--- src/rtl/oled_source_arbiter.sv ---
// rtl/oled_source_arbiter.sv - frame-boundary round-robin arbiter sharing one OLED pixel pipeline
module oled_source_arbiter #(
  parameter int          N_SRC       = 4,
  parameter int          MIN_FRAMES  = 2,
  parameter logic [15:0] IDLE_COLOUR = 16'h0000
) (
  input  logic                 clk,
  input  logic                 reset_n,
  input  logic                 frame_begin,
  input  logic [N_SRC-1:0]     req,
  input  logic [16*N_SRC-1:0]  src_data,
  output logic [15:0]          oled_data,
  output logic [N_SRC-1:0]     grant,
  output logic                 grant_valid,
  output logic [N_SRC-1:0]     frame_ack,
  output logic [7:0]           frames_held
);

  localparam int PW = (N_SRC > 2) ? $clog2(N_SRC) : 1;

  typedef enum logic {IDLE, OWN} state_t;

  state_t           state_q, state_d;
  logic [PW-1:0]    owner_q, owner_d;
  logic [PW-1:0]    ptr_q, ptr_d;
  logic [7:0]       held_q, held_d;
  logic [N_SRC-1:0] ack_q, ack_d;
  logic             first_q;

  logic             any_found, ex_found;
  logic [PW-1:0]    any_win, ex_win, idx;
  logic             take;
  logic [PW-1:0]    win;

  function automatic logic [PW-1:0] wrap_inc(input logic [PW-1:0] v);
    if (v == PW'(N_SRC - 1)) return '0;
    else return v + PW'(1);
  endfunction

  // Two scans from ptr: one over all requesters, one skipping the current owner.
  always_comb begin
    any_found = 1'b0;
    any_win   = '0;
    ex_found  = 1'b0;
    ex_win    = '0;
    idx       = ptr_q;
    for (int i = 0; i < N_SRC; i++) begin
      if (req[idx]) begin
        if (!any_found) begin
          any_found = 1'b1;
          any_win   = idx;
        end
        if (!ex_found && !(state_q == OWN && idx == owner_q)) begin
          ex_found = 1'b1;
          ex_win   = idx;
        end
      end
      idx = wrap_inc(idx);
    end
  end

  always_comb begin
    state_d = state_q;
    owner_d = owner_q;
    ptr_d   = ptr_q;
    held_d  = held_q;
    ack_d   = '0;
    take    = 1'b0;
    win     = '0;
    // first_q masks a frame_begin coinciding with reset release.
    if (frame_begin && !first_q) begin
      case (state_q)
        IDLE: begin
          if (any_found) begin
            take = 1'b1;
            win  = any_win;
          end
        end
        OWN: begin
          if (!req[owner_q]) begin
            if (any_found) begin
              take = 1'b1;
              win  = any_win;
            end else begin
              state_d = IDLE;
              held_d  = 8'd0;
            end
          end else if (ex_found && held_q >= 8'(MIN_FRAMES)) begin
            take = 1'b1;
            win  = ex_win;
          end else if (held_q != 8'hFF) begin
            held_d = held_q + 8'd1;
          end
        end
        default: state_d = IDLE;
      endcase
      if (take) begin
        state_d = OWN;
        owner_d = win;
        ptr_d   = wrap_inc(win);
        held_d  = 8'd1;
      end
      if (state_d == OWN) ack_d = N_SRC'(1) << owner_d;
    end
  end

  always_ff @(posedge clk) begin
    if (!reset_n) begin
      state_q <= IDLE;
      owner_q <= '0;
      ptr_q   <= '0;
      held_q  <= 8'd0;
      ack_q   <= '0;
      first_q <= 1'b1;
    end else begin
      state_q <= state_d;
      owner_q <= owner_d;
      ptr_q   <= ptr_d;
      held_q  <= held_d;
      ack_q   <= ack_d;
      first_q <= 1'b0;
    end
  end

  assign grant_valid = (state_q == OWN);
  assign grant       = grant_valid ? (N_SRC'(1) << owner_q) : '0;
  assign frame_ack   = ack_q;
  assign frames_held = held_q;

  always_comb begin
    oled_data = IDLE_COLOUR;
    for (int k = 0; k < N_SRC; k++) begin
      if (grant[k]) oled_data = src_data[16*k +: 16];
    end
  end

endmodule

--- config.mk ---
export PLATFORM = sky130hd
export DESIGN_NAME = oled_source_arbiter
export DESIGN_NICKNAME = d
export VERILOG_FILES = /design/src/rtl/oled_source_arbiter.sv
export SDC_FILE = /design/constraint.sdc
export NUM_CORES = 1
export LEC_CHECK = 0
export CORE_MARGIN = 4
export CORE_UTILIZATION = 25
export DETAILED_ROUTE_END_ITERATION = 8
export GPL_TIMING_DRIVEN = 0
export PLACE_DENSITY = 0.55
export SLEW_MARGIN = 25
export SYNTH_ARGS = -nofsm -noshare
export SYNTH_HDL_FRONTEND = slang
export SYNTH_SLANG_ARGS = --single-unit
--- constraint.sdc ---
create_clock -name clk -period 6.3 [get_ports clk]
set_clock_uncertainty 0.1 [all_clocks]
set_input_delay 0.945 -clock clk [delete_from_list [all_inputs] [get_ports clk]]
set_output_delay 0.945 -clock clk [all_outputs]
set_load 0.01 [all_outputs]
==> metrics.yaml <==
outcome:
  status: "finished clean"
placed_design:
  io_buffers: 103
  dp_cells: 427
  gp_congestion: 0.8152
  place_hpwl_microns: 5988
synth:
  synthTopCellsByArea: "mux4_2 (19%), dfxtp_1 (17%), and2_1 (4.6%)"
  syn_area_sq_um: 2061
  syn_avg_cell_area_sq_um: 9.283
  synth_top_cell_area_share_pct: 18.58
  synth.ff_latch_count: 18
  ys_warn_count: 0
  synth_top_area_cell: "mux4_2"
  ys_types: 60
  syn_inst: 222
  synth-edff-count: 0
  ys_seq_area_share_pct: 17.49
  syn_nets: 296
  ys.flop_type: "dfxtp_1"
  synthArstFlopShare_pct: 0
clock_tree:
  ctsHoldBuffers: 0
  clkSinkCount: 18
  clkTransAtPathRegs_ps: 70
  root_buffer: "clkbuf_8"
  insertion_delay_ps: 260
  post-cts-setup-buffers: 0
  cts_buffers: 3
  cts_buffer_depth: 2
  cts_tree: "built"
  cts_max_level: 1
  cts_resized: 0
global_routing:
  grt_max_degree: 11
  grt_use_total_pct: 14.88
  grt_overflow: 0
  grt_pass1_wl_microns: 11920
  antenna_found_initial: 0
  grt_pass1_vias: 2229
finish:
  nets: 404
  diodes: 0
  num-fill-cells: 816
  layout_commonest_cell: "clkdlybuf4s50_1"
  fin_cells: 431
  final_cell_mix: "clkdlybuf4s50_1 (103), dfxtp_1 (18), mux4_2 (17), and2_1 (15), nand2_1 (14)"
  area_delta_synth_final_pct: 58.89
  drive_above_1_share_pct: 12.77
floorplan:
  die_h_microns: 98.79
  placementRows: 32
  dieArea_sq_um: 9759
  io_pins: 104
  initial_core_util_pct: 26.13
  die_x_microns: 98.79
  core_sq_um: 7888
pwr:
  clockPowerShare_pct: 18.9
  intPower_mw: 0.3249
  seqPwrFrac_pct: 24.6
  p_leak_nw: 1.172
  p_sw_mw: 0.1799
  irDropWorstVdd_uv: 83.92
  p_per_area_nw_per_um2: 154.2
  fin_total_pwr_mw: 0.5048
  p_sw_share_pct: 35.63
  p_comb_share_pct: 56.5
run:
  maxCapViolCount: 0
route:
  post_drt_wl_per_cell_microns: 17.40
  antenna_left: 0
  dr.pass1.iters: 4
  viasPerCell: 5.288
  via_count: 2279
  drtIter0Drc: 141
  drc: 0
  wl_microns: 7501
sta:
  grt_setup_unrepaired: "false"
  hold_viol: 0
  worstMarginPinSlew_ps: 730.4
  fin_crit_ps: 4020
  max_freq_mhz: 248.7
  finalSetupViolCount: 0
  maxSlewViolCount: 0
  slew_headroom_pct: 51.31
  fin_crit_sh_pct: 63.81
  setup_tns_ps: 0
critical_path:
  crit_type: "reg2out"
  worstPathArrival_ps: 2980
  worstSetupEndpointType: "output pin"
  r2r_start: "ptr_q[0]"
  crit_start: "owner_q[0]"
  critPathRequiredTime_ps: 5250
  critPathLaunchType: "flop"
  path_max_fanout: 10
min_path:
  hold_class: "reg2reg"
  hp-start: "frames_held[3]"
[power by group through the flow]
stage                     Combinational (mW)  Sequential [mW]  Clock (mW)
after global routing                   0.309            0.125       0.102
after floorplan                        0.180            0.127           0
after CTS                              0.287            0.124      0.0977
after detailed placement               0.285            0.127           0
after global placement                 0.283            0.127           0
final                                  0.285            0.124      0.0953
[metrics by stage]
| stage | setup slack (ps) | utilization (%) | hold slack [ps] | area [sq um] |
|---|---|---|---|---|
| 2_1_floorplan | 3296 | - | 383.8 | 2061 |
| 3_3_place_gp | 2431 | 40.82 | 408.7 | 3219 |
| 3_5_place_dp | 2472 | 40.82 | 408.1 | 3219 |
| 4_1_cts | 2172 | 41.51 | 419.2 | 3274 |
| 5_1_grt | 1962 | 41.51 | 445.7 | 3274 |
| 6_report | 2280 | 41.51 | 412.4 | 3274 |
[routing by layer]
metal	share of wire [%]	global-route usage (%)	vias to the layer above
li1	-	-	1092
met1	44	19.49	1074
met2	47	25.26	106
met3	7.7	3.043	7
met4	1.1	3.151	0
met5	0	0	-
[state kept, by name (all words and copies together) (netlist names)]
register and flops:
frames_held 8, first_q 1, ptr_q 2, grant_valid 1, owner_q 2, frame_ack 4
[cell usage after synthesis (5+ instances only)]
master	number
dfxtp_1	18
mux4_2	17
and2_1	15
nand2_1	14
nand3_1	10
a21oi_1	8
mux2i_1	8
nor2_1	8
clkbuf_1	7
nor3_1	7
o21ai_0	7
inv_1	6
a22oi_1	5
a31oi_1	5
and3_1	5
o32a_1	5
[area by class of cell]
class / instances / area, sq um / share of cell area (%)
multi-input combinational: 180 / 1575 / 48.11
timing repair buffer: 103 / 1031 / 31.49
sequential: 18 / 360.3 / 11.00
tap: 102 / 127.6 / 3.898
buffer: 16 / 95.09 / 2.904
clock buffer: 4 / 55.05 / 1.681
inverter: 8 / 30.03 / 0.9171
[critical path, cell delays in order (launching register included)]
cell,delay (ps)
dfxtp_1,300
buf_2,180
buf_2,320
clkbuf_1,600
inv_1,210
nor3_1,360
a22oi_1,120
nand2_1,90
clkdlybuf4s50_1,540
[cell families after synthesis]
| logic type | count (synthesis) | share of synthesized area, % |
|---|---|---|
| flip-flops | 18 | 17.49 |
| XOR/XNOR | 7 | 3.643 |
| multiplexers | 28 | 24.83 |
| buffers and inverters | 24 | 6.071 |
| AND/OR/NAND/NOR | 78 | 21.19 |
| adder cells (fa/ha/maj) | 3 | 1.822 |
| AO/OA/AOI/OAI | 64 | 24.95 |
[path summary, 6_finish.rpt]
path         slack, ps  cells after the start        endpoint
min                410                      1  frames_held[3]
min reg2reg        410                      1  frames_held[3]
max reg2reg       3160                     11  frames_held[0]
max               2280                      8    oled_data[6]
Note: power is estimated with default switching activity, not from simulation.
